===== config.mk =====
export PLATFORM = sky130hd
export DESIGN_NAME = half_shell_pair_scheduler_flat
export DESIGN_NICKNAME = d
export VERILOG_FILES = /design/src/rtl/half_shell_pair_scheduler_pkg.sv /design/src/rtl/half_shell_pair_scheduler_if.sv /design/src/rtl/half_shell_idx_counter.sv /design/src/rtl/half_shell_pair_scheduler.sv /design/src/flat_wrapper.sv
export SDC_FILE = /design/constraint.sdc
export NUM_CORES = 1
export LEC_CHECK = 0
export CAP_MARGIN = 30
export CORE_ASPECT_RATIO = 1.4
export CORE_MARGIN = 8
export CORE_UTILIZATION = 44
export CTS_CLUSTER_DIAMETER = 50
export DETAILED_ROUTE_END_ITERATION = 6
export DONT_BUFFER_PORTS = 1
export PLACE_DENSITY = 0.59
export SYNTH_ARGS = -nofsm -noshare
export SYNTH_HDL_FRONTEND = slang
export SYNTH_HIERARCHICAL = 1
export SYNTH_SLANG_ARGS = --single-unit

===== constraint.sdc =====
create_clock -name clk -period 8.95 [get_ports clk]
set_clock_uncertainty 0.05 [all_clocks]
set_input_delay 1.79 -clock clk [delete_from_list [all_inputs] [get_ports clk]]
set_output_delay 1.79 -clock clk [all_outputs]
set_load 0.02 [all_outputs]

===== src/rtl/half_shell_pair_scheduler_pkg.sv =====
// Shared types and constants for the half-shell pair scheduler.
package half_shell_pair_scheduler_pkg;

    localparam int NUM_NEIGHBOR_CELLS  = 13;
    localparam int PARTICLE_ADDR_WIDTH = 7;
    localparam int MAX_PARTICLES       = 100;
    localparam int SLOT_WIDTH          = 4;

    typedef enum logic [1:0] {PS_IDLE, PS_RUN, PS_DONE} pair_sched_state_t;

    typedef logic [PARTICLE_ADDR_WIDTH-1:0] particle_addr_t;
    typedef logic [PARTICLE_ADDR_WIDTH:0]   particle_cnt_t;
    typedef logic [SLOT_WIDTH-1:0]          nb_slot_t;

    localparam nb_slot_t      LAST_SLOT = nb_slot_t'(NUM_NEIGHBOR_CELLS);
    localparam particle_cnt_t MAX_CNT   = particle_cnt_t'(MAX_PARTICLES);

endpackage


===== src/rtl/half_shell_pair_scheduler_if.sv =====
// Read-tuple bus between the pair scheduler and the position caches / PE array.
interface half_shell_pair_scheduler_if;
    import half_shell_pair_scheduler_pkg::*;

    logic           rd_valid;
    logic           rd_ready;
    particle_addr_t rd_home_addr;
    particle_addr_t rd_nb_addr;
    nb_slot_t       rd_nb_slot;
    logic           last_of_home;

    modport master (
        output rd_valid, rd_home_addr, rd_nb_addr, rd_nb_slot, last_of_home,
        input  rd_ready
    );

    modport slave (
        input  rd_valid, rd_home_addr, rd_nb_addr, rd_nb_slot, last_of_home,
        output rd_ready
    );
endinterface


===== src/rtl/half_shell_idx_counter.sv =====
// Next-(h, n, p) generator for the half-shell walk. p is innermost, then the
// slot n, then the home particle h. Slot 0 (home cell) only covers p > h and is
// skipped outright when no such p exists, so the walk never produces a bubble.
module half_shell_idx_counter
    import half_shell_pair_scheduler_pkg::*;
(
    input  logic           restart,
    input  particle_cnt_t  n_cnt,
    input  particle_addr_t cur_h,
    input  nb_slot_t       cur_n,
    input  particle_addr_t cur_p,
    output particle_addr_t nxt_h,
    output nb_slot_t       nxt_n,
    output particle_addr_t nxt_p,
    output logic           nxt_last
);
    particle_cnt_t n_m1;
    particle_cnt_t h_plus2;

    assign n_m1    = n_cnt - particle_cnt_t'(1);
    assign h_plus2 = particle_cnt_t'(cur_h) + particle_cnt_t'(2);

    // Advance the tuple; restart yields the first tuple of a pass (h = 0)
    always_comb begin
        nxt_h = cur_h;
        nxt_n = cur_n;
        nxt_p = cur_p;
        if (restart) begin
            nxt_h = '0;
            if (n_cnt <= particle_cnt_t'(1)) begin
                nxt_n = nb_slot_t'(1);
                nxt_p = '0;
            end else begin
                nxt_n = '0;
                nxt_p = particle_addr_t'(1);
            end
        end else if (particle_cnt_t'(cur_p) != n_m1) begin
            nxt_p = cur_p + particle_addr_t'(1);
        end else if (cur_n != LAST_SLOT) begin
            nxt_n = cur_n + nb_slot_t'(1);
            nxt_p = '0;
        end else begin
            nxt_h = cur_h + particle_addr_t'(1);
            if (h_plus2 >= n_cnt) begin
                nxt_n = nb_slot_t'(1);
                nxt_p = '0;
            end else begin
                nxt_n = '0;
                nxt_p = particle_addr_t'(h_plus2);
            end
        end
    end

    assign nxt_last = (nxt_n == LAST_SLOT) && (particle_cnt_t'(nxt_p) == n_m1);

endmodule


===== src/rtl/half_shell_pair_scheduler.sv =====
// Half-shell position-cache read sequencer for one force-evaluation pass.
// Optional feature macro: PAIR_SCHED_PERF_EN adds transfer/stall counters.
module half_shell_pair_scheduler
    import half_shell_pair_scheduler_pkg::*;
(
    input  logic          clk,
    input  logic          rst_n,
    input  logic          start,
    input  logic          abort,
    input  particle_cnt_t num_particles,
    half_shell_pair_scheduler_if.master rd,
    output logic          busy,
    output logic          done
`ifdef PAIR_SCHED_PERF_EN
    ,
    output logic [31:0]   perf_xfer_cnt,
    output logic [31:0]   perf_stall_cnt
`endif
);
    pair_sched_state_t state_q;
    particle_cnt_t     n_cnt_q;
    particle_addr_t    h_q, p_q;
    nb_slot_t          n_q;
    logic              valid_q, last_q, busy_q, done_q;

    particle_cnt_t     n_clip, n_eff;
    particle_addr_t    nxt_h, nxt_p;
    nb_slot_t          nxt_n;
    logic              nxt_last, restart, start_ok, xfer, final_tuple;

    function automatic particle_cnt_t sat_particles(input particle_cnt_t n);
        return (n > MAX_CNT) ? MAX_CNT : n;
    endfunction

    assign n_clip      = sat_particles(num_particles);
    assign restart     = (state_q == PS_IDLE);
    assign n_eff       = restart ? n_clip : n_cnt_q;
    assign start_ok    = restart && start && !abort;
    assign xfer        = valid_q && rd.rd_ready && !abort;
    assign final_tuple = last_q && (particle_cnt_t'(h_q) == n_cnt_q - particle_cnt_t'(1));

    half_shell_idx_counter u_idx (
        .restart  (restart),
        .n_cnt    (n_eff),
        .cur_h    (h_q),
        .cur_n    (n_q),
        .cur_p    (p_q),
        .nxt_h    (nxt_h),
        .nxt_n    (nxt_n),
        .nxt_p    (nxt_p),
        .nxt_last (nxt_last)
    );

    // Pass FSM with registered tuple, valid, busy and done outputs
    always_ff @(posedge clk or negedge rst_n) begin
        if (!rst_n) begin
            state_q <= PS_IDLE;
            n_cnt_q <= '0;
            h_q     <= '0;
            n_q     <= '0;
            p_q     <= '0;
            valid_q <= 1'b0;
            last_q  <= 1'b0;
            busy_q  <= 1'b0;
            done_q  <= 1'b0;
        end else if (abort) begin
            state_q <= PS_IDLE;
            valid_q <= 1'b0;
            last_q  <= 1'b0;
            busy_q  <= 1'b0;
            done_q  <= 1'b0;
        end else begin
            case (state_q)
                PS_IDLE: begin
                    done_q <= 1'b0;
                    if (start) begin
                        n_cnt_q <= n_clip;
                        busy_q  <= 1'b1;
                        if (n_clip == '0) begin
                            // Empty pass: one quiet DONE cycle, then the pulse
                            state_q <= PS_DONE;
                        end else begin
                            state_q <= PS_RUN;
                            valid_q <= 1'b1;
                            h_q     <= nxt_h;
                            n_q     <= nxt_n;
                            p_q     <= nxt_p;
                            last_q  <= nxt_last;
                        end
                    end
                end
                PS_RUN: begin
                    if (xfer) begin
                        if (final_tuple) begin
                            state_q <= PS_DONE;
                            valid_q <= 1'b0;
                            last_q  <= 1'b0;
                            done_q  <= 1'b1;
                        end else begin
                            h_q    <= nxt_h;
                            n_q    <= nxt_n;
                            p_q    <= nxt_p;
                            last_q <= nxt_last;
                        end
                    end
                end
                PS_DONE: begin
                    if (done_q) begin
                        state_q <= PS_IDLE;
                        done_q  <= 1'b0;
                        busy_q  <= 1'b0;
                    end else begin
                        done_q <= 1'b1;
                    end
                end
                default: begin
                    state_q <= PS_IDLE;
                    valid_q <= 1'b0;
                    busy_q  <= 1'b0;
                    done_q  <= 1'b0;
                end
            endcase
        end
    end

    assign rd.rd_valid     = valid_q;
    assign rd.rd_home_addr = h_q;
    assign rd.rd_nb_addr   = p_q;
    assign rd.rd_nb_slot   = n_q;
    assign rd.last_of_home = last_q;
    assign busy            = busy_q;
    assign done            = done_q;

`ifdef PAIR_SCHED_PERF_EN
    // Transfer and stall counters, cleared on each accepted start
    always_ff @(posedge clk or negedge rst_n) begin
        if (!rst_n) begin
            perf_xfer_cnt  <= '0;
            perf_stall_cnt <= '0;
        end else if (start_ok) begin
            perf_xfer_cnt  <= '0;
            perf_stall_cnt <= '0;
        end else begin
            if (xfer)
                perf_xfer_cnt <= perf_xfer_cnt + 32'd1;
            if (valid_q && !rd.rd_ready)
                perf_stall_cnt <= perf_stall_cnt + 32'd1;
        end
    end
`endif

endmodule


===== src/flat_wrapper.sv =====
// flat-port wrapper written by rule: the top's interface ports become plain ports
module half_shell_pair_scheduler_flat import half_shell_pair_scheduler_pkg::*;
  (clk, rst_n, start, abort, num_particles, busy, done, rd_rd_valid, rd_rd_home_addr, rd_rd_nb_addr, rd_rd_nb_slot, rd_last_of_home, rd_rd_ready);
  half_shell_pair_scheduler_if rd_i ();
  input  logic clk;
  input  logic rst_n;
  input  logic start;
  input  logic abort;
  input  particle_cnt_t num_particles;
  output logic busy;
  output logic done;
  output wire logic [$bits(rd_i.rd_valid)-1:0] rd_rd_valid;
  output wire logic [$bits(rd_i.rd_home_addr)-1:0] rd_rd_home_addr;
  output wire logic [$bits(rd_i.rd_nb_addr)-1:0] rd_rd_nb_addr;
  output wire logic [$bits(rd_i.rd_nb_slot)-1:0] rd_rd_nb_slot;
  output wire logic [$bits(rd_i.last_of_home)-1:0] rd_last_of_home;
  input wire logic [$bits(rd_i.rd_ready)-1:0] rd_rd_ready;
  assign rd_rd_valid = rd_i.rd_valid;
  assign rd_rd_home_addr = rd_i.rd_home_addr;
  assign rd_rd_nb_addr = rd_i.rd_nb_addr;
  assign rd_rd_nb_slot = rd_i.rd_nb_slot;
  assign rd_last_of_home = rd_i.last_of_home;
  assign rd_i.rd_ready = rd_rd_ready;
  half_shell_pair_scheduler u_core (.clk(clk), .rst_n(rst_n), .start(start), .abort(abort), .num_particles(num_particles), .rd(rd_i), .busy(busy), .done(done));
endmodule

Word level (Yosys, flattened, before mapping)
Cells that the tools add are included.
- $add $sub $neg: 6
- $lt $le $gt $ge: 3
- equality and inequality tests: 18
- multiplexer cells: 58
- bitwise logic cells: 1
- reduce and logical (&&, ||, !) cells: 16
- operator list (cell ; count):
    $mux 7 ; 15
    $mux 4 ; 7
    $pmux 7 s2 ; 2
    $mux 1 ; 20
    $eq 7x8->1 ; 2
    $mux 8 ; 2
    $sub 8x1->8 const B ; 2
    $add 7x1->7 const B ; 2
    $mux 2 ; 6
    $ne 2x2->1 const B ; 5
    $ne 3x2->1 const B ; 3
    $add 7x2->8 const B ; 1
    $ge 8x8->1 ; 1
    $gt 8x7->1 const B ; 1
    $le 8x1->1 const B ; 1
    $logic_not 8->1 ; 1
    $ne 7x8->1 ; 1
    $pmux 4 s2 ; 1
    $reduce_and 4->1 ; 2
    $ne 3x3->1 const B ; 2
    $pmux 1 s3 ; 2
    $pmux 2 s3 ; 1
    $reduce_and 3->1 ; 2
    $reduce_and 6->1 ; 1
    other kinds (15) ; 19
- register bits after elaboration: 32
- input bits: 13
- output and inout bits: 22
- logic and storage cells: 111

Depth between registers and ports, before layout
Gate-level depths: netlist of the first run.
- word-level depth: 14
- gate-level depth with buffers: 19
- depth with buffers taken out: 18

Cells and area by module
Netlist of the first run, hierarchy kept.
- by module, submodules not included (module ; instances ; cells each ; area each (um2) ; sequential area each (um2)):
    half_shell_pair_scheduler ; 1 ; 165 ; 1732.9 ; 800.8
    half_shell_idx_counter ; 1 ; 160 ; 1159.9 ; 0.0

Worst setup path after synthesis of the first run
Ideal clock, no wire load.
- path type: input-to-reg
- start: input num_particles[0]
- end: register u_core.last_q (netlist: u_core/rd.last_of_home)
- setup time: 77 ps
- arrival time: 5365 ps
- data required time: 8823 ps
- path slack: 3458 ps
- stages on the path: 18
- buffers on the path: 0
- path through: o21ai_0 > nand2_1 > a31oi_1 > nand3_1 > o21ai_0 > inv_1 > ha_1 > nor3b_2 > and3_1 > xnor3_1 > nor4_4 > mux2i_1 > mux2i_1 > mux2i_1 > mux2_2 > nor4_2 > nand3_1 > a21oi_1
- word-level cells in the longest chain between the ends: 14
- elaborated cells on any way between the ends: 29
- classes of those cells: 1 x add/sub; 3 x order compare; 4 x eq/ne; 18 x mux; 3 x reduce/logical
- ends and longest elaborated chain (what ; RTL line ; RTL):
    from (decl) ; flat_wrapper.sv:9 ; input particle_cnt_t num_particles;
    $gt 8x7->1 ; half_shell_pair_scheduler.sv:32 ; return (n > MAX_CNT) ? MAX_CNT : n;
    $mux 8 * ; half_shell_pair_scheduler.sv:32 ;
    $mux 8 * ; half_shell_pair_scheduler.sv:37 ; assign n_eff = restart ? n_clip : n_cnt_q;
    net u_core.n_eff[0] ; half_shell_pair_scheduler.sv:26 ; particle_cnt_t n_clip, n_eff;
    parallel branches: the longest is 3 deep, another holds $sub 8x1->8 ; - ;
    $mux 7 * ; half_shell_idx_counter.sv:37 ; end else if (particle_cnt_t'(cur_p) != n_m1) begin
    $mux 7 * ; half_shell_idx_counter.sv:28 ; if (restart) begin
    net u_core.nxt_p[3] ; half_shell_pair_scheduler.sv:27 ; particle_addr_t nxt_h, nxt_p;
    $eq 7x8->1 * ; half_shell_idx_counter.sv:54 ; assign nxt_last = (nxt_n == LAST_SLOT) && (particle_cnt_t'(nxt_p) == n_m1);
    $logic_and 1x1->1 * ; half_shell_idx_counter.sv:54 ;
    net u_core.nxt_last ; half_shell_pair_scheduler.sv:29 ; logic nxt_last, restart, start_ok, xfer, final_tuple;
    $mux 1, on equally long branches ; half_shell_pair_scheduler.sv:94, half_shell_pair_scheduler.sv:79 ;
    $mux 1, on equally long branches ; half_shell_pair_scheduler.sv:93, half_shell_pair_scheduler.sv:76 ;
    $pmux 1 s2 * ; half_shell_pair_scheduler.sv:73 ; case (state_q)
    $mux 1 * ; half_shell_pair_scheduler.sv:66 ; end else if (abort) begin
    to (signal assigned) ; half_shell_pair_scheduler.sv:88 ; last_q <= nxt_last;
    to (signal assigned) ; half_shell_pair_scheduler.sv:103 ; last_q <= nxt_last;
    to (decl) ; half_shell_pair_scheduler.sv:24 ; logic valid_q, last_q, busy_q, done_q;
Mark *: on every way through the listed nets, which the timed path passes. The select of a mux whose other input is x is not followed.
A chain may end at the register's enable or synchronous reset.

Worst setup path after layout of the first run
Ends and elaborated chain as after synthesis.

==> results of run 1 <==
[synthesized netlist by cell type, types with 5 or more instances]
library cell	n
dfrtp_1	32
nand2_1	29
nor2_1	25
xnor2_1	25
nand3_1	22
inv_1	20
ha_1	17
xor2_1	16
o21ai_0	15
a21oi_1	13
mux2_4	10
mux2_2	9
nor3_1	9
and3_1	7
clkbuf_1	5
mux2i_1	5
nand2b_1	5
[sequential cells by signal (all words and copies together), names as in the netlist]
name	count
u_core/n_cnt_q	8
u_core/state_q	2
u_core/rd.rd_home_addr	7
u_core/busy	1
u_core/rd.rd_valid	1
u_core/done	1
u_core/rd.last_of_home	1
u_core/rd.rd_nb_addr	7
u_core/rd.rd_nb_slot	4
[power by group through the flow]
stage,clock network [mW],registers (mW),logic [mW]
6_report,0.118,0.232,0.450
5_1_grt,0.127,0.240,0.502
4_1_cts,0.122,0.234,0.447
3_5_place_dp,0,0.237,0.444
3_3_place_gp,0,0.236,0.441
2_1_floorplan,0,0.220,0.379
[layout by cell type, fill, tap and decap left out, types with 2 or more instances in the layout]
cell type	instances
a211oi_1	4
a21oi_1	13
a21oi_2	2
a31oi_1	4
a41o_1	2
and3_1	7
and4_1	3
clkbuf_8	6
clkinv_2	2
dfrtp_1	32
ha_1	17
inv_1	20
mux2_2	9
mux2_4	10
mux2i_1	5
nand2_1	29
nand2b_1	5
nand3_1	22
nand4_1	3
nor2_1	25
nor2b_1	4
nor3_1	9
nor4_1	2
nor4_2	2
o2111ai_1	3
o21a_1	2
o21ai_0	15
o21ai_1	3
xnor2_1	25
xor2_1	16
[routing by layer]
metal,vias to the layer above,GRT usage
met1,1136,0.1736
met2,45,0.2878
met3,13,0.03242
met4,0,0.06683
met5,-,0
li1,1158,-
[worst min path at each step]
stage	start	endpoint	cells past startpoint
final	u_core/n_cnt_q[1]	u_core/n_cnt_q[1]	2
after global routing	u_core/n_cnt_q[7]	u_core/n_cnt_q[7]	1
after CTS	u_core/n_cnt_q[1]	u_core/n_cnt_q[1]	2
after detailed placement	u_core/n_cnt_q[1]	u_core/n_cnt_q[1]	2
after global placement	u_core/n_cnt_q[1]	u_core/n_cnt_q[1]	2
after floorplan	u_core/n_cnt_q[1]	u_core/n_cnt_q[1]	2
[through the flow]
stage / instances / hold slack (ns)
after floorplan: 325 / 0.4228
after global placement: 392 / 0.4621
after detailed placement: 392 / 0.4604
after CTS: 400 / 0.4762
after global routing: 400 / 0.5498
final: 400 / 0.4707
[worst min-delay path, stage by stage, from the launching register on]
cell and delay [ns]:
dfrtp_1 0.37, nand2_1 0.05, o21ai_0 0.06
[logic make-up after synthesis]
| logic type | Yosys count |
|---|---|
| adders and majority gates | 17 |
| DFF | 32 |
| muxes | 24 |
| AOI/OAI and AO/OA | 58 |
| xor gates and xnor gates | 42 |
| and+or+nand+nor | 124 |
| buffers and inverters | 28 |
[cell type report]
cell class | instances | share of cell area
Inverter | 20 | 0.02474
Multi-Input combinational cell | 265 | 0.6478
Sequential cell | 32 | 0.2639
Clock buffer | 6 | 0.02722
Tap cell | 74 | 0.03052
Clock inverter | 2 | 0.003299
Timing Repair Buffer | 1 | 0.002474
==> metrics.md, run 1 <==
| Metric | Value |
|---|---|
| Status | complete, no violations |
| Reg power frac | 0.290 |
| Critical-path maximum fanout | 18 |
| Total core area | about 0.0065 mm^2 |
| Synth Area in Compound Gates | 0.1324 |
| TritonCTS buffer count | 5 |
| Simple-gate share of the synthesized area | 0.2375 |
| CTS Hold Bufs | 0 |
| Postcts setup bufs | 0 |
| Post-synth top area cell | dfrtp_1 |
| Wire per inst | between 15 and 20 um |
| Switching pwr | 381.5 uW |
| Mux cell area share after synthesis | 0.1042 |
| Syn nets | roughly 360 |
| TNS Setup | 0 ns |
| Clock share of power | 0.147 |
| Post-CTS Resized | 0 |
| Crit end category | flip-flop |
| DRT Wirelength | 7.173 mm |
| Final instance area | ~0.003 mm^2 |
| FF+latch count, synth | 32 |
| Area growth, synth to finish | 4.888% |
| Post-Syn Area | slightly below 0.003 mm^2 |
| Worst r2r dst | u_core/rd.last_of_home |
| Synth area leaders | dfrtp_1, xnor2_1, ha_1 |
| Max layer used | met4 |
| Clk root buf | clkbuf_8 |
| RSZ-0062 raised after global routing | no |
| Setup slack at placement | roughly 2.5 ns |
| Vias | around 2400 |
| Fin. Hold Viols | 0 |
| Fmax | approximately 160 MHz |
| Clock slew at reported path FFs | about 0.070 ns |
| FF/Latch Area | approximately 800 um^2 |
| Worst EP arrival | ~6.3 ns |
| Pre-Repair DR Iteration Count | 4 |
| Max-Cap Viols | 0 |
| Gr ovfl total | 0 |
| Routed length on met3 | around 310 um |
| DRC viols | 0 |
| EDFF count, synth | 0 |
| Tcrit/Tclk final | 0.6899 |
| Final nets | 355 |
| Overall routing resource usage | 0.1591 |
| Routed wl met2 | between 3 and 4 mm |
| Dpl cell area | slightly below 0.003 mm^2 |
| CTS HTree Levels | 2 |
| Leak | approximately 1.3 nW |
| Logic pwr share | 0.562 |
| FF-to-FF path depth | 17 |
| Overall die height | 111.9 um |
| Dominant synthesized flop cell | dfrtp_1 |
| Crit path cell chain | o21ai_0 > nand2_1 > a31oi_1 > nand3_1 > o21ai_0 > inv_1 > ha_1 > nor3b_2 > and3_1 > xnor3_1 > nor4_4 > mux2i_1 > mux2i_1 > mux2i_1 > mux2_2 > nor4_2 > nand3_1 > a21oi_1 |
| RR Startpoint | u_core/state_q[0] |
| Peak VDD IR | ~0.00012 V |
| CP Launch Type | primary input |
| Top cell type's share of synthesized area | 0.2768 |
| Ys async rst share | 1.000 |
| WL met1 | 2.934 mm |
| Die footprint | between 0.009 and 0.01 mm^2 |
| Worst Setup SP | num_particles[0] |
| Final Wtd Congestion | 0.8988 |
| Sw frac | 0.4770 |
| CP most frequent cell | mux2i_1 |
| Later-pin clock latency in the skew report | 0.28 ns |
| CTS Sinks | 32 |
| Core Util, Final | 0.4681 |
| Design Power | between 700 and 800 uW |
| Synth Area in Adders | 0.07353 |
| Port Buffers | 0 |
| Slowest cell on crit path | nor4_4 |
| Kind of critical path | in2reg |
| Slew headroom | 0.4313 |
| Antenna-violating nets left | 0 |
| First-pass GRT wire length | between 10 and 15 mm |
| Post-synthesis instance total | between 300 and 400 |
| Syn Area/Cell | 8.901 um^2 |
| Number of placed I/O pins | 35 |
| Post-synthesis xor/xnor area fraction | 0.1319 |
| Share of cells above drive strength 1 | 0.1227 |
| CP endpoint | u_core/rd.last_of_home |
| Initial antenna violation count | 0 |
| Largest net degree at the start of global routing | 35 |
| Number of fill cells | about 640 |
| CP peak stage delay | approximately 0.77 ns |
| Critical Path RT | 9.12 ns |
| Power density cells | about 260 mW/mm^2 |
| Setup Viol. Count Final | 0 |
| Pins Over Slew Limit | 0 |
| Initial DRC Count | 124 |
| Worst Tran Pin Value | approximately 0.85 ns |
| Dpl hpwl | around 5.5 mm |
| Ant diodes | 0 |
| Synth warnings | 6 |
| CTS Buffer Depth | 2 |
| Largest family of logic cells by synthesized area | simple AND/OR/NAND/NOR gates |
| Kind of cell adding the most delay to the critical path | simple AND/OR/NAND/NOR gates |
| Site row count | 35 |
| Sequential area share after synthesis | 0.2768 |
| Crit path time final | between 6 and 7 ns |
| CTS tree | built |
| Reg-to-reg slack, setup | approximately 3.8 ns |
| Initial core utilization | 0.4463 |
| Distinct cells, synth | 56 |
| DIE WIDTH | 84.53 um |
| Multi-input gate area | approximately 0.0020 mm^2 |
| PnR worst setup slack | between 2 and 3 ns |
| P_int | approximately 420 uW |
| Levels on crit path | 18 |
| Hold/Removal Path Class | reg2reg |
| Vias per cell | slightly below 6 |
| Number of global-route vias before repair | 2397 |
| Worst Path Buf+Inv | 1 |
Power figures use the tool's default switching activity.
==> run 2, diff against run 1 <==
--- a/config.mk
+++ b/config.mk
@@ -5,6 +5,7 @@
 export SDC_FILE = /design/constraint.sdc
 export NUM_CORES = 1
 export LEC_CHECK = 0
+export ABC_AREA = 1
 export CAP_MARGIN = 30
 export CORE_ASPECT_RATIO = 1.4
 export CORE_MARGIN = 8
==> constraint.sdc (replaced) <==
create_clock -name clk -period 6.1 [get_ports clk]
set_clock_uncertainty 0.05 [all_clocks]
set_input_delay 1.22 -clock clk [delete_from_list [all_inputs] [get_ports clk]]
set_output_delay 1.22 -clock clk [all_outputs]
set_load 0.02 [all_outputs]
==> metrics.md, run 2 <==
| Metric | Value |
|---|---|
| Antenna-violating nets left | 0 (unchanged) |
| RR Startpoint | u_core/state_q[0] |
| Simple-gate share of the synthesized area | 0.4774 (+0.2399) |
| DRC viols | 0 (unchanged) |
| CP most frequent cell | nand2_1 |
| CTS Hold Bufs | 0 (unchanged) |
| Setup slack at placement | 1.098 ns (-1.447 ns) |
| Slowest cell on crit path | ha_1 |
| Final nets | 582 (+64%) |
| Synth warnings | 6 (unchanged) |
| Overall routing resource usage | 0.1931 (+0.03408) |
| FF+latch count, synth | 32 (unchanged) |
| Die footprint | 0.01053 mm^2 (+11%) |
| Number of placed I/O pins | 35 (unchanged) |
| Top reg by flops | u_core/n_cnt_q |
| EDFF count, synth | 0 (unchanged) |
| Distinct cells, synth | 34 (-39%) |
| Leak | 1.854 nW (+42%) |
| Share of cells above drive strength 1 | 0.06909 (-0.05361) |
| Syn nets | 581 (+64%) |
| DRT Wirelength | 9.871 mm (+38%) |
| Reg-to-reg slack, setup | 1.72 ns (-2.08 ns) |
| Vias per cell | 5.263 (-10%) |
| Gr ovfl total | 0 (unchanged) |
| Overall die height | 118.3 um (+5.7%) |
| Setup Viol. Count Final | 0 (unchanged) |
| Kind of critical path | in2reg |
| CP endpoint | u_core/rd.last_of_home |
| Worst r2r dst | u_core/rd.last_of_home |
| Met2 GRT Util | 0.3518 (+0.06397) |
| Crit end category | flip-flop |
| Worst Tran Pin Value | 0.8811 ns (+0.03450 ns) |
| Slew headroom | 0.4064 (-0.02497) |
| Ys async rst share | 1.000 (unchanged) |
| Peak VDD IR | 0.0001818 V (+48%) |
| Initial core utilization | 0.4494 (+0.003035) |
| Post-synthesis xor/xnor area fraction | 0.02398 (-0.1079) |
| DIE WIDTH | 89.05 um (+5.3%) |
| Post-Syn Area | 0.003287 mm^2 (+14%) |
| Max-Cap Viols | 0 (unchanged) |
| Grt met1 use | 0.1988 (+0.02521) |
| Hold/Removal Path Class | reg2reg |
| Site row count | 37 (+5.7%) |
| Initial antenna violation count | 0 (unchanged) |
| Clk root buf | clkbuf_8 |
| GR peak layer | met2 |
| Most frequent cells in the layout | nand2_1, inv_1, nand3_1 |
| CTS Buffer Depth | 2 (unchanged) |
| Largest net degree at the start of global routing | 33 (-5.7%) |
| Postcts setup bufs | 0 (unchanged) |
| Pins Over Slew Limit | 0 (unchanged) |
| Max reg flops | 8 (unchanged) |
| Most frequent cells after synthesis | nand2_1, inv_1, nand3_1 |
| Number of fill cells | 821 (+29%) |
| Dpl hpwl | 7.636 mm (+40%) |
| FF-to-FF path depth | 24 (+7) |
| First-pass GRT wire length | 15.98 mm (+31%) |
| Worst Path Buf+Inv | 2 (+1) |
| Post-synth top area cell | dfrtp_1 |
| Syn Area/Cell | 5.965 um^2 (-33%) |
| Worst Setup SP | num_particles[0] |
| CP peak stage delay | 0.41 ns (-0.36 ns) |
| Design Power | 1.458 mW (+82%) |
| Final instance area | 0.003441 mm^2 (+13%) |
| Fin. Hold Viols | 0 (unchanged) |
| Dominant synthesized flop cell | dfrtp_1 |
| Number of global-route vias before repair | 3274 (+37%) |
| Top cell type's share of synthesized area | 0.2436 (-0.03319) |
| Synth Area in Compound Gates | 0.06966 (-0.06269) |
| CP Launch Type | primary input |
| Tcrit/Tclk final | 0.7752 |
| Crit path time final | ~4.7 ns |
| RSZ-0062 raised after global routing | no |
| Worst EP arrival | 4.85 ns (-1.49 ns) |
| Dpl cell area | 0.003364 mm^2 (+14%) |
| Hold Slack | 0.4894 ns (+0.01877 ns) |
| Area growth, synth to finish | 4.682% |
| Critical-path maximum fanout | 13 (-5) |
| CTS HTree Levels | 2 (unchanged) |
| Total core area | 0.007315 mm^2 (+13%) |
| Commonest non-fill, non-tap cell in the layout | nand2_1 |
| Status | complete, no violations |
| Sequential area share after synthesis | 0.2436 (-0.03319) |
| GR Util met3 | 0.04438 (+0.01196) |
| Port Buffers | 0 (unchanged) |
| Synth area leaders | dfrtp_1, nand2_1, nand3_1 |
| TritonCTS buffer count | 5 (unchanged) |
| TNS Setup | 0 ns (unchanged) |
| Final Wtd Congestion | 0.9386 (+4.4%) |
| Later-pin clock latency in the skew report | 0.29 ns (about the same) |
| CTS Sinks | 32 (unchanged) |
| Wire per inst | 15.26 um (-15%) |
| Vias | 3405 (+45%) |
| Levels on crit path | 27 (+9) |
| Ant diodes | 0 (unchanged) |
| Fmax | 211.5 MHz |
| Hold path cells | 2 (unchanged) |
| Largest family of logic cells by synthesized area | simple AND/OR/NAND/NOR gates |
| Mux cell area share after synthesis | 0 (-0.1042) |
| Pre-Repair DR Iteration Count | 5 (+1) |
| PnR worst setup slack | 1.371 ns (-1.404 ns) |
| Critical Path RT | 6.23 ns (-2.89 ns) |
| Clock slew at reported path FFs | 0.07 ns (about the same) |
| Count leader, synth | nand2_1 |
| Kind of cell adding the most delay to the critical path | simple AND/OR/NAND/NOR gates |
| Power density cells | 423.8 mW/mm^2 (+61%) |
| CTS tree | built |
| Initial DRC Count | 246 (+98%) |
| Post-CTS Resized | 0 (unchanged) |
| Synth Area in Adders | 0.06471 (-0.008817) |
| Post-synthesis instance total | 551 (+70%) |
-- run 2: cell types whose count changed after synthesis, sizes merged, moves of 19 or more --
cell and delta:
inv +66, nand3 +52, nand2 +157, xnor2 -25, nor2 +43, mux2 -19
-- run 2: worst min path at each step --
stage	from	end	slack [ns]
after global routing	u_core/state_q[1]	u_core/state_q[1]	0.52
after global placement	u_core/state_q[1]	u_core/state_q[1]	0.46
after detailed placement	u_core/state_q[0]	u_core/state_q[0]	0.47
after CTS	u_core/state_q[0]	u_core/state_q[0]	0.49
after floorplan	u_core/n_cnt_q[7]	u_core/n_cnt_q[7]	0.41
final	u_core/state_q[0]	u_core/state_q[0]	0.49
-- run 2: final cells by class --
| cell class | instances | area [um^2] | share of cell area |
|---|---|---|---|
| multi-input combinational | 421 | 2090 | 0.6073 |
| sequential | 32 | 800.8 | 0.2327 |
| inverter | 88 | 330.3 | 0.09600 |
| tap | 97 | 121.4 | 0.03527 |
| clock buffer | 5 | 68.82 | 0.02000 |
| timing repair buffer | 4 | 30.03 | 0.008727 |
-- run 2: worst reg2reg max path, delay by kind of cell, from the launching register on --
family / cells / cell delay, ns
simple gates: 17 / 1.77
flops: 1 / 0.38
fa+ha+maj: 2 / 0.62
buf+inv: 4 / 0.71
compound gates: 1 / 0.72
-- run 2: through the flow --
step | utilization | std cells
floorplan | - | 551
global placement | 0.4600 | 641
detailed placement | 0.4600 | 641
CTS | 0.4694 | 646
global route | 0.4704 | 647
finish | 0.4704 | 647
-- run 2: kinds of logic after synthesis --
| group | count (synthesis) |
|---|---|
| fa+ha+maj | 17 |
| buf+inv | 98 |
| xor+xnor | 9 |
| flops | 32 |
| simple gates | 353 |
| compound gates | 42 |
-- run 2: layer usage --
layer  part of all wire  routed length [um]  vias to the layer above
met1               0.39                3881                     1552
met5                  0                   0                        -
met3              0.056                 557                       19
met4              0.026                 254                        0
li1                   -                   -                     1734
met2               0.52                5177                      100
-- run 2: power breakdown --
| group | internal (mW) | switching (mW) |
|---|---|---|
| Combinational | 0.293 | 0.651 |
| Clock | 0.0737 | 0.0823 |
| Sequential | 0.261 | 0.0971 |
| Total | 0.628 | 0.830 |
==> run 3, diff against run 2 <==
--- a/config.mk
+++ b/config.mk
@@ -5,7 +5,7 @@
 export SDC_FILE = /design/constraint.sdc
 export NUM_CORES = 1
 export LEC_CHECK = 0
-export ABC_AREA = 1
+export ABC_AREA = 0
 export CAP_MARGIN = 30
 export CORE_ASPECT_RATIO = 1.4
 export CORE_MARGIN = 8
==> constraint.sdc (replaced) <==
create_clock -name clk -period 4.47 [get_ports clk]
set_clock_uncertainty 0.05 [all_clocks]
set_input_delay 0.894 -clock clk [delete_from_list [all_inputs] [get_ports clk]]
set_output_delay 0.894 -clock clk [all_outputs]
set_load 0.02 [all_outputs]
==> metrics.md, run 3 (synthesized netlist as in run 1, its figures left out) <==
| Metric | Value |
|---|---|
| Status | complete, no violations |
| FF-to-FF path depth | 19 (-21%) |
| Final instance area | 0.003234 mm^2 (-6.0%) |
| Critical-path maximum fanout | 11 (-2) |
| Multi-input gate area | 0.002014 mm^2 (-3.6%) |
| WL met1 | 2.939 mm (-24%) |
| Setup slack at placement | 0.03018 ns (-1.068 ns) |
| Crit end category | flip-flop |
| CTS Sinks | 32 (unchanged) |
| CTS tree | built |
| Antenna-violating nets left | 0 (unchanged) |
| RR Startpoint | u_core/state_q[0] |
| Routed wl met2 | 3.821 mm (-26%) |
| PnR worst setup slack | 0.3851 ns (-0.9862 ns) |
| Overall die height | 111.9 um (-5.3%) |
| Site row count | 35 (-5.4%) |
| Gr ovfl total | 0 (unchanged) |
| Hold/Removal Path Class | in2async |
| Vias | 2382 (-30%) |
| Tcrit/Tclk final | 0.9138 |
| Worst r2r dst | u_core/rd.last_of_home |
| Worst Tran Pin Value | 0.6674 ns (-0.2137 ns) |
| CTS Buffer Depth | 2 (unchanged) |
| RSZ-0062 raised after global routing | no |
| Share of cells above drive strength 1 | 0.1884 (+0.1193) |
| Fin. Hold Viols | 0 (unchanged) |
| Crit path time final | slightly above 4 ns |
| Final Wtd Congestion | 0.8835 (-5.9%) |
| Vias per cell | 5.685 (+8.0%) |
| Slew headroom | 0.5521 (+0.1457) |
| Ant diodes | 0 (unchanged) |
| Overall routing resource usage | 0.1611 (-0.03207) |
| FF/Latch Area | 800.8 um^2 (unchanged) |
| Core Util, Final | 0.4990 (+0.02863) |
| Commonest non-fill, non-tap cell in the layout | dfrtp_1 |
| Clk root buf | clkbuf_8 |
| Pre-Repair DR Iteration Count | 4 (-1) |
| Number of global-route vias before repair | 2454 (-25%) |
| Pins Over Slew Limit | 0 (unchanged) |
| Max reg flops | 8 (unchanged) |
| Peak VDD IR | 0.0002104 V (+16%) |
| Die footprint | 0.009462 mm^2 (-10%) |
| Most frequent cells in the layout | dfrtp_1, nand2_1, nor2_1 |
| TritonCTS buffer count | 5 (unchanged) |
| Max layer used | met4 |
| CTS Hold Bufs | 0 (unchanged) |
| Design Power | 1.715 mW (+18%) |
| TNS Setup | 0 ns (unchanged) |
| Top reg by flops | u_core/n_cnt_q |
| Final nets | 375 (-36%) |
| Dpl hpwl | 5.663 mm (-26%) |
| Reg-to-reg slack, setup | 0.48 ns (-1.24 ns) |
| Number of fill cells | 611 (-26%) |
| Wire per inst | 17.54 um (+15%) |
| Port Buffers | 0 (unchanged) |
| Later-pin clock latency in the skew report | 0.28 ns (about the same) |
| CP Launch Type | primary input |
| Initial antenna violation count | 0 (unchanged) |
| DRC viols | 0 (unchanged) |
| Clock slew at reported path FFs | 0.07 ns (about the same) |
| Fmax | between 200 and 250 MHz |
| DIE WIDTH | 84.53 um (-5.1%) |
| Initial DRC Count | 125 (-49%) |
| DRT Wirelength | 7.349 mm (-26%) |
| First-pass GRT wire length | 12.28 mm (-23%) |
| Worst EP arrival | 4.25 ns (-0.60 ns) |
| Kind of critical path | in2reg |
| Setup Viol. Count Final | 0 (unchanged) |
| Critical Path RT | 4.63 ns (-1.60 ns) |
| CTS HTree Levels | 2 (unchanged) |
| Routed length on met3 | 403 um (-28%) |
| Largest net degree at the start of global routing | 33 (unchanged) |
| Worst Setup SP | num_particles[0] |
| Leak | 1.413 nW (-24%) |
| Power density cells | 530.2 mW/mm^2 (+25%) |
| Number of placed I/O pins | 35 (unchanged) |
| Initial core utilization | 0.4463 (-0.003035) |
| Max-Cap Viols | 0 (unchanged) |
| Total core area | 0.006481 mm^2 (-11%) |
| Area growth, synth to finish | 11.81% |
| Dpl cell area | 0.003107 mm^2 (-7.7%) |
run 3: how the worst max path moves through the flow:
stage	end	depth (start not counted)
2_1_floorplan	u_core/rd.last_of_home	18
4_1_cts	u_core/rd.last_of_home	19
6_report	u_core/rd.last_of_home	19
3_5_place_dp	u_core/rd.last_of_home	19
3_3_place_gp	u_core/rd.last_of_home	18
5_1_grt	u_core/rd.last_of_home	18
run 3: per-layer routing:
layer / track usage / vias up
li1: - / 1201
met2: 0.2878 / 46
met5: 0 / -
met1: 0.1710 / 1121
met4: 0.07279 / 0
met3: 0.04274 / 14
run 3: repair_timing:
action	4_1_cts	5_1_grt
gates resized for setup	0	8
endpoints found under the setup margin	0	1
setup buffers	0	1
run 3: final cells by class:
type	instances	area share
Clock buffer	6	0.02244
Clock inverter	1	0.001547
Inverter	20	0.02321
Multi-Input combinational cell	265	0.6228
Sequential cell	32	0.2476
Tap cell	74	0.02863
Timing Repair Buffer	21	0.05377
run 3: power breakdown:
part,switching [mW],internal [mW]
Sequential,0.119,0.346
Clock,0.105,0.106
Combinational,0.563,0.476
Total,0.787,0.928
run 3: metrics by stage:
stage	hold slack, ns	instances
CTS	0.2376	418
detailed placement	0.4606	411
floorplan	0.4228	325
global route	0.2326	419
finish	0.2505	419
global placement	0.4525	411
run 3: critical path, stage by stage:
cell,delay [ns]
o21ai_0,0.14
nand2_1,0.08
a31oi_2,0.25
nand3_1,0.10
o21ai_0,0.13
inv_1,0.11
ha_1,0.27
xor2_2,0.22
xnor2_1,0.14
o2111ai_1,0.19
nor4_4,0.30
buf_6,0.18
nor2_1,0.05
o31a_1,0.31
xnor2_1,0.16
nand4_1,0.18
nor4_2,0.31
nand3_1,0.10
a21oi_1,0.14
